## src/rtl/cpu_pkg.sv

```systemverilog
// Shared definitions for the RV32I core pipeline-control logic.
//   hazard_state_t : hazard-unit FSM states
//   fwd_sel_t      : E-stage forwarding mux select (FWD_REG/FWD_W/FWD_M)
//   RESULT_LOAD    : ResultSrc encoding of a load
//   fwd_pick()     : forwarding priority rule for one ALU operand
package cpu_pkg;

  typedef enum logic [1:0] {
    RST_FLUSH = 2'd0,
    RUN       = 2'd1,
    MEM_WAIT  = 2'd2
  } hazard_state_t;

  typedef logic [1:0] fwd_sel_t;

  localparam fwd_sel_t FWD_REG = 2'b00;
  localparam fwd_sel_t FWD_W   = 2'b01;
  localparam fwd_sel_t FWD_M   = 2'b10;

  localparam logic [1:0] RESULT_LOAD = 2'b01;

  // M is younger than W, so its value wins; x0 is hardwired and never forwarded.
  function automatic fwd_sel_t fwd_pick(input logic [4:0] rs,
                                        input logic [4:0] rd_m, input logic wr_m,
                                        input logic [4:0] rd_w, input logic wr_w);
    if (wr_m && rd_m != 5'd0 && rd_m == rs)      return FWD_M;
    else if (wr_w && rd_w != 5'd0 && rd_w == rs) return FWD_W;
    else                                         return FWD_REG;
  endfunction

endpackage

```

## src/rtl/fwd_unit.sv

```systemverilog
// E-stage forwarding unit (pure combinational).
//   rs_e_i        : source registers of the E instruction, [0]=rs1, [1]=rs2
//   rd_m_i/_w_i   : destination registers in M and W
//   reg_write_*_i : register write enables in M and W
//   fwd_o         : per-operand mux select, [0]=A, [1]=B
module fwd_unit
  import cpu_pkg::*;
#(
  parameter int NUM_OPS = 2
) (
  input  logic [NUM_OPS-1:0][4:0] rs_e_i,
  input  logic [4:0]              rd_m_i,
  input  logic                    reg_write_m_i,
  input  logic [4:0]              rd_w_i,
  input  logic                    reg_write_w_i,
  output fwd_sel_t [NUM_OPS-1:0]  fwd_o
);

  for (genvar g = 0; g < NUM_OPS; g++) begin : g_op
    assign fwd_o[g] = fwd_pick(rs_e_i[g], rd_m_i, reg_write_m_i, rd_w_i, reg_write_w_i);
  end

endmodule

```

## src/rtl/hazard_ctrl.sv

```systemverilog
// Hazard and pipeline-control unit for the 5-stage RV32I core.
// Resolves load-use hazards (1-cycle bubble), taken branches/jumps
// (wrong-path flush) and multi-cycle data-memory accesses (whole-pipe
// freeze), drives E-stage forwarding and keeps saturating perf counters.
//   clk, rst_n             : clock, asynchronous active-low reset
//   Rs1D/Rs2D              : sources of the D instruction
//   Rs1E/Rs2E/RdE          : sources/destination of the E instruction
//   ResultSrcE, PCSrcE     : load detection, taken branch/jump in E
//   RdM/RegWriteM/MemReqM  : M-stage destination, write enable, memory access
//   mem_ready              : data memory completes the M access this cycle
//   RdW/RegWriteW          : W-stage destination and write enable
//   Stall*/Flush*          : pipeline register controls
//   ForwardAE/ForwardBE    : E-stage operand mux selects
//   stall_cnt/flush_cnt    : saturating stall-cycle / flush-event counters
module hazard_ctrl
  import cpu_pkg::*;
#(
  parameter int         CNT_W    = 16,
  parameter logic [1:0] LOAD_SRC = RESULT_LOAD
) (
  input  logic             clk,
  input  logic             rst_n,
  input  logic [4:0]       Rs1D,
  input  logic [4:0]       Rs2D,
  input  logic [4:0]       Rs1E,
  input  logic [4:0]       Rs2E,
  input  logic [4:0]       RdE,
  input  logic [1:0]       ResultSrcE,
  input  logic             PCSrcE,
  input  logic [4:0]       RdM,
  input  logic             RegWriteM,
  input  logic             MemReqM,
  input  logic             mem_ready,
  input  logic [4:0]       RdW,
  input  logic             RegWriteW,
  output logic             StallF,
  output logic             StallD,
  output logic             StallE,
  output logic             StallM,
  output logic             FlushD,
  output logic             FlushE,
  output logic [1:0]       ForwardAE,
  output logic [1:0]       ForwardBE,
  output logic [CNT_W-1:0] stall_cnt,
  output logic [CNT_W-1:0] flush_cnt
);

  hazard_state_t    state_q, state_d;
  logic [CNT_W-1:0] stall_cnt_q, flush_cnt_q;
  logic             load_use, mem_hold;
  logic             stall_inc, flush_inc;
  fwd_sel_t [1:0]   fwd;

  assign load_use = (ResultSrcE == LOAD_SRC) && (RdE != 5'd0) &&
                    ((RdE == Rs1D) || (RdE == Rs2D));
  assign mem_hold = MemReqM && !mem_ready;

  // State register
  always_ff @(posedge clk or negedge rst_n) begin
    if (!rst_n) state_q <= RST_FLUSH;
    else        state_q <= state_d;
  end

  // Next-state logic
  always_comb begin
    state_d = state_q;
    case (state_q)
      RST_FLUSH: state_d = RUN;
      RUN:       if (mem_hold) state_d = MEM_WAIT;
      MEM_WAIT:  if (mem_ready) state_d = RUN;
      default:   state_d = RUN;
    endcase
  end

  // Output logic. Flushes are only raised when the matching stage is not
  // stalled: the D/E register ignores Flush while its Stall is high, so a
  // branch or bubble during a memory freeze must wait until the pipe moves.
  always_comb begin
    StallF    = 1'b0;
    StallD    = 1'b0;
    StallE    = 1'b0;
    StallM    = 1'b0;
    FlushD    = 1'b0;
    FlushE    = 1'b0;
    stall_inc = 1'b0;
    flush_inc = 1'b0;
    case (state_q)
      RUN: begin
        if (mem_hold) begin
          {StallF, StallD, StallE, StallM} = 4'hF;
          stall_inc = 1'b1;
        end else if (PCSrcE) begin
          // Branch wins over load-use: the D instruction is wrong-path anyway.
          FlushD    = 1'b1;
          FlushE    = 1'b1;
          flush_inc = 1'b1;
        end else if (load_use) begin
          StallF    = 1'b1;
          StallD    = 1'b1;
          FlushE    = 1'b1;
          stall_inc = 1'b1;
        end
      end
      MEM_WAIT: begin
        // Held through the mem_ready cycle so M commits before the pipe advances.
        {StallF, StallD, StallE, StallM} = 4'hF;
        stall_inc = 1'b1;
      end
      default: begin
        // RST_FLUSH (and any illegal encoding): clear the front of the pipe.
        FlushD = 1'b1;
        FlushE = 1'b1;
      end
    endcase
  end

  // Saturating performance counters
  always_ff @(posedge clk or negedge rst_n) begin
    if (!rst_n) begin
      stall_cnt_q <= '0;
      flush_cnt_q <= '0;
    end else begin
      if (stall_inc && stall_cnt_q != '1) stall_cnt_q <= stall_cnt_q + 1'b1;
      if (flush_inc && flush_cnt_q != '1) flush_cnt_q <= flush_cnt_q + 1'b1;
    end
  end

  assign stall_cnt = stall_cnt_q;
  assign flush_cnt = flush_cnt_q;

  fwd_unit #(.NUM_OPS(2)) u_fwd (
    .rs_e_i        ({Rs2E, Rs1E}),
    .rd_m_i        (RdM),
    .reg_write_m_i (RegWriteM),
    .rd_w_i        (RdW),
    .reg_write_w_i (RegWriteW),
    .fwd_o         (fwd)
  );

  // Forwarding is held at the register file while in reset.
  assign ForwardAE = rst_n ? fwd[0] : FWD_REG;
  assign ForwardBE = rst_n ? fwd[1] : FWD_REG;

endmodule

```

## config.mk

```make
export PLATFORM = sky130hd
export DESIGN_NAME = hazard_ctrl
export DESIGN_NICKNAME = d
export VERILOG_FILES = /design/src/rtl/cpu_pkg.sv /design/src/rtl/fwd_unit.sv /design/src/rtl/hazard_ctrl.sv
export SDC_FILE = /design/constraint.sdc
export NUM_CORES = 1
export LEC_CHECK = 0
export CAP_MARGIN = 20
export CORE_ASPECT_RATIO = 0.5
export CORE_UTILIZATION = 47
export DETAILED_ROUTE_END_ITERATION = 12
export GPL_ROUTABILITY_DRIVEN = 1
export PLACE_DENSITY = 0.92
export SETUP_SLACK_MARGIN = 0.3
export SLEW_MARGIN = 30
export SYNTH_ARGS = -nofsm -noshare
export SYNTH_HDL_FRONTEND = slang
export SYNTH_SLANG_ARGS = --single-unit
```

## constraint.sdc

```tcl
create_clock -name clk -period 5.58 [get_ports clk]
set_input_delay 1.674 -clock clk [delete_from_list [all_inputs] [get_ports clk]]
set_output_delay 1.674 -clock clk [all_outputs]
set_load 0.01 [all_outputs]
```

Yosys cells after proc, flatten, opt, wreduce, memory -nomap -nowiden
Cells that the tools add are included.
- input port bits: 44
- word-level logic and storage cells: 57
- register bits: 34
- reductions and logical operators: 17
- equality and inequality tests: 13
- add/subtract/negate cells: 2
- multiplexer cells: 22
- operator list (kind ; number):
    adder 16 x 1 -> 16 bit (second input constant) ; 2
    != test 16 bit (second input constant) ; 2
    == test 5 bit ; 6
    nonzero test 5 bit ; 3
    two-way mux 2 bit ; 6
    logical AND 1 bit ; 11
    two-way mux 1 bit ; 11
    one-hot mux 1 bit (2 select lines) ; 4
    == test 2 x 1 -> 1 bit (second input constant) ; 2
    != test 2 bit (second input constant) ; 2
    one-hot mux 2 bit (2 select lines) ; 1
    == test 2 bit (second input constant) ; 1
    AND reduction 2 bit ; 1
    logical NOT 1 bit ; 1
    logical OR 1 bit ; 1

Longest topological paths before layout
- depth in word-level cells: 8
- gate-level depth with buffers: 8
- mapped depth without buffers: 7

Cells and area by module
From an unflattened synthesis, not the netlist that was laid out.
- cells, all modules: 226
- area, all modules: 2148.3 µm²
- modules (own cells, without submodules) (module ; sequential area each (µm²) ; cells an instance ; area each (µm²) ; instances):
    hazard_ctrl ; 850.8 ; 192 ; 1890.6 ; 1
    fwd_unit ; 0.0 ; 34 ; 257.7 ; 1

Worst setup path after synthesis
No wires, ideal clock.
- kind: input port to output port
- start point: input RdM[1]
- end point: output ForwardAE[0]
- stages on the path: 4
- arrival time: 2.916 ns
- setup slack: 0.990 ns
- cell sequence: or4_1 o21ai_0 nor4_1 nor4_1
- cells in the longest elaborated chain, start to end: 5
- elaborated cells between the ends (all ways): 6
- those cells by class: eq/ne (1); mux (2); reduce/logical (3)
- ends and longest elaborated chain (what ; RTL line ; text):
    from (decl) ; hazard_ctrl.sv:30 ; input logic [4:0] RdM,
    nonzero test 5 bit ; cpu_pkg.sv:26 ; if (wr_m && rd_m != 5'd0 && rd_m == rs) return FWD_M;
    logical AND 1 bit ; cpu_pkg.sv:26 ;
    logical AND 1 bit * ; cpu_pkg.sv:26 ;
    two-way mux 2 bit * ; cpu_pkg.sv:26 ;
    two-way mux 2 bit * ; hazard_ctrl.sv:141 ; assign ForwardAE = rst_n ? fwd[0] : FWD_REG;
    to (decl) ; hazard_ctrl.sv:42 ; output logic [1:0] ForwardAE,
Mark *: on every way between the ends. The rest lies on a longest branch, timed or not.

Worst setup path after layout
- start point: input RdM[1]
- end point: output ForwardAE[1]
The elaborated chain is that of the path after synthesis.

==> out/metrics.cfg <==
[status]
status=finished, violations left
violations=DRC

[global_route]
antenna_found_initial=0
grt_start_max_net_pins=37
grt_overflow=0
grt_util_all_layers=0.218
first_global_vias=1868
grt_pass1_wl_um=8310

[synthesis]
synth_cells=199
synth_compound_area_frac=0.0657
synthMuxAreaShare=0.0121
avgSynthCellArea_sq_um=10.9
ys.warnings.count=0
yosys.area_share.adder=0.0231
yosysSeqAreaShare=0.392
syn_nets=247
synthFlopType=dfrtp_1
ys_types=43
synth-xor-area-share=0.242
synth_top_family_by_area=simple AND/OR/NAND/NOR gates
yosys.area_share.simple=0.244
synth_edf_count=0
netlist_area_sq_mm=0.00217
synthArstFlopShare=1.00
ys_ff_latch=34

[cells_and_area]
drive_above_1_share=0.133
nets=341
num-fill-cells=317
synthToLayoutAreaGrowth_pct=47.2
antenna_cells=0

[sta]
finalCritPeriodShare=0.948
tightest_slew_ps=445
setup_viol=0
max_freq_ghz=0.189
worst_slack_ps=292
drv_slew=0
hold_viol=0
rsz0062_at_grt=yes
fin_skew_ps=5.81
setup_tns_ps=0
fin_crit_ps=5290
slew_headroom=0.703

[die]
rows=17
dieArea_sq_mm=0.00491
ioPinCount=86
core-area_sq_mm=0.00442
die_width_um=98.1
chipHeight_um=50.0
initial_core_util=0.490

[clock_network]
clkTransAtPathRegs_ps=60
htreeDepth=2
clockRootBuffer=clkbuf_8
cts_tree=built
clock_sinks=34
numCtsBuffers=5
cts_buffer_depth=2
cts_post_setup_buffers_inserted=0
clock_latency_ps=290

[critical_path]
critPathLaunchType=primary input
path_max_fanout=2
reg2reg_from=state_q[0]
r2r_end=stall_cnt[1]
r2r_slack_ps=3290
worstSetupPathType=in -> out
worstPathRequired_ps=3910
cp.arrival_ps=3610
ff2ff_path_depth=7
cp-end-kind=output port

[route]
drtAntennaViolNets=0
vias=1890
viasPerCell=5.40
drt_pass1_iterations=9
drc_errors=6
routed_wl_um=5280
drtIter0Drc=58
wl_per_cell_um=15.1

[worst_hold_path]
hp-start=stall_cnt[5]
min_to=stall_cnt[5]
holdPathStages=1
hold_path.class=reg -> reg

[placement]
dp_slack_ps=-61.7
numPortBuffers=85
hpwl_um=4060
place_congestion=0.856

[power]
power_uw=897
powerDensity_mw_per_mm2=281
peakVddDrop_uv=142
p_leak_uw=0.00132

[job]
maxCapViolCount=0

-- cell usage after synthesis, types with 3 or more instances --
library cell / n / area [sq um]
and2_1: 3 / 18.8
and3_1: 12 / 75.1
and4_1: 3 / 26.3
dfrtp_1: 34 / 851
ha_1: 4 / 50.1
inv_1: 3 / 11.3
nand2_1: 6 / 22.5
nand3_1: 12 / 60.1
nand3_2: 6 / 60.1
nand4_1: 8 / 50.1
nor2_1: 5 / 18.8
nor4_1: 4 / 25.0
o21ai_0: 3 / 15.0
or4_1: 5 / 37.5
xnor2_1: 31 / 272
xor2_1: 27 / 236
-- worst max path at each step --
| stage | slack (ps) | start | end | cells past startpoint |
|---|---|---|---|---|
| 6_report | 290 | RdM[1] | ForwardAE[1] | 6 |
| 5_1_grt | 250 | RdM[0] | ForwardBE[1] | 6 |
| 4_1_cts | 320 | RdM[2] | ForwardBE[1] | 6 |
| 3_5_place_dp | -60 | RdM[2] | ForwardAE[0] | 6 |
| 3_3_place_gp | 30 | RdM[2] | ForwardAE[0] | 6 |
| 2_1_floorplan | 990 | RdM[1] | ForwardAE[0] | 4 |
-- flip-flops by register name (all words and copies together) (netlist names) --
signal,cells
flush_cnt,16
state_q,2
stall_cnt,16
-- cell type report --
type | instances | area [sq um] | share of cell area
Timing Repair Buffer | 91 | 883 | 0.277
Multi-Input combinational cell | 158 | 1300 | 0.407
Clock inverter | 2 | 10.0 | 0.00313
Inverter | 3 | 11.3 | 0.00353
Clock buffer | 5 | 68.8 | 0.0215
Tap cell | 57 | 71.3 | 0.0223
Sequential cell | 34 | 851 | 0.266
-- placed cells by master (no fill, tap or decap), drive strengths merged --
master / netlist / layout
nor4: 5 / 5
clkbuf: 0 / 6
dfrtp: 34 / 34
nand3b: 1 / 1
xor2: 27 / 27
dlymetal6s2s: 0 / 1
xnor2: 32 / 32
buf: 4 / 7
a21oi: 3 / 3
nand2b: 1 / 1
nor2b: 2 / 2
o21ai: 4 / 4
o22ai: 1 / 1
a311oi: 1 / 1
and4: 4 / 4
ha: 4 / 4
or4: 5 / 5
dlygate4sd2: 0 / 4
inv: 3 / 3
and3: 13 / 13
nand2: 7 / 7
a22oi: 1 / 1
mux2: 2 / 2
nor2: 5 / 5
nand3: 19 / 19
and2: 3 / 3
nand4: 9 / 9
o211ai: 2 / 2
a2111oi: 1 / 1
clkinv: 0 / 2
clkdlybuf4s50: 0 / 78
or4b: 1 / 1
o21a: 1 / 1
a41oi: 2 / 2
nor3: 2 / 2
-- per-stage QoR --
| stage | hold slack, ps | cells | instance area, sq um | utilization |
|---|---|---|---|---|
| final | 498 | 350 | 3190 | 0.722 |
| after global placement | 477 | 343 | 3100 | 0.700 |
| after global routing | 533 | 350 | 3190 | 0.722 |
| after detailed placement | 486 | 343 | 3100 | 0.700 |
| after CTS | 499 | 350 | 3170 | 0.717 |
| after floorplan | 492 | 199 | 2170 | - |
-- power breakdown --
part	leakage [uW]	switching (uW)	internal (uW)	total (uW)
Sequential	0.000454	55.4	291	346
Clock	0.0000438	87.3	83.6	171
Combinational	0.000821	172	208	380
-- kinds of logic after synthesis --
kind of cell / count (synthesis)
compound gates: 16
xor+xnor: 59
fa+ha+maj: 4
buf+inv: 7
flops: 34
mux: 2
simple gates: 77
-- critical path: stages --
cell	delay, ps
clkdlybuf4s50_1	440
or4_1	550
o21ai_2	220
nor4_2	90
and2_1	170
clkdlybuf4s50_1	470
-- layer usage --
| layer | vias up | GRT usage | part of all wire |
|---|---|---|---|
| met2 | 60 | 0.407 | 0.51 |
| met3 | 6 | 0.0369 | 0.059 |
| met5 | - | 0 | 0 |
| met4 | 0 | 0.0884 | 0.014 |
| li1 | 904 | - | - |
| met1 | 920 | 0.252 | 0.41 |
-- timing repair --
| item | 4_1_cts | 5_1_grt |
|---|---|---|
| resized for setup | 7 | 7 |
| pin swaps | 0 | 2 |
| hold endpoints to repair | 0 | 0 |
| setup endpoints to repair | 7 | 4 |
| hold buffers | 0 | 0 |
(Power assumes the default switching activity.)
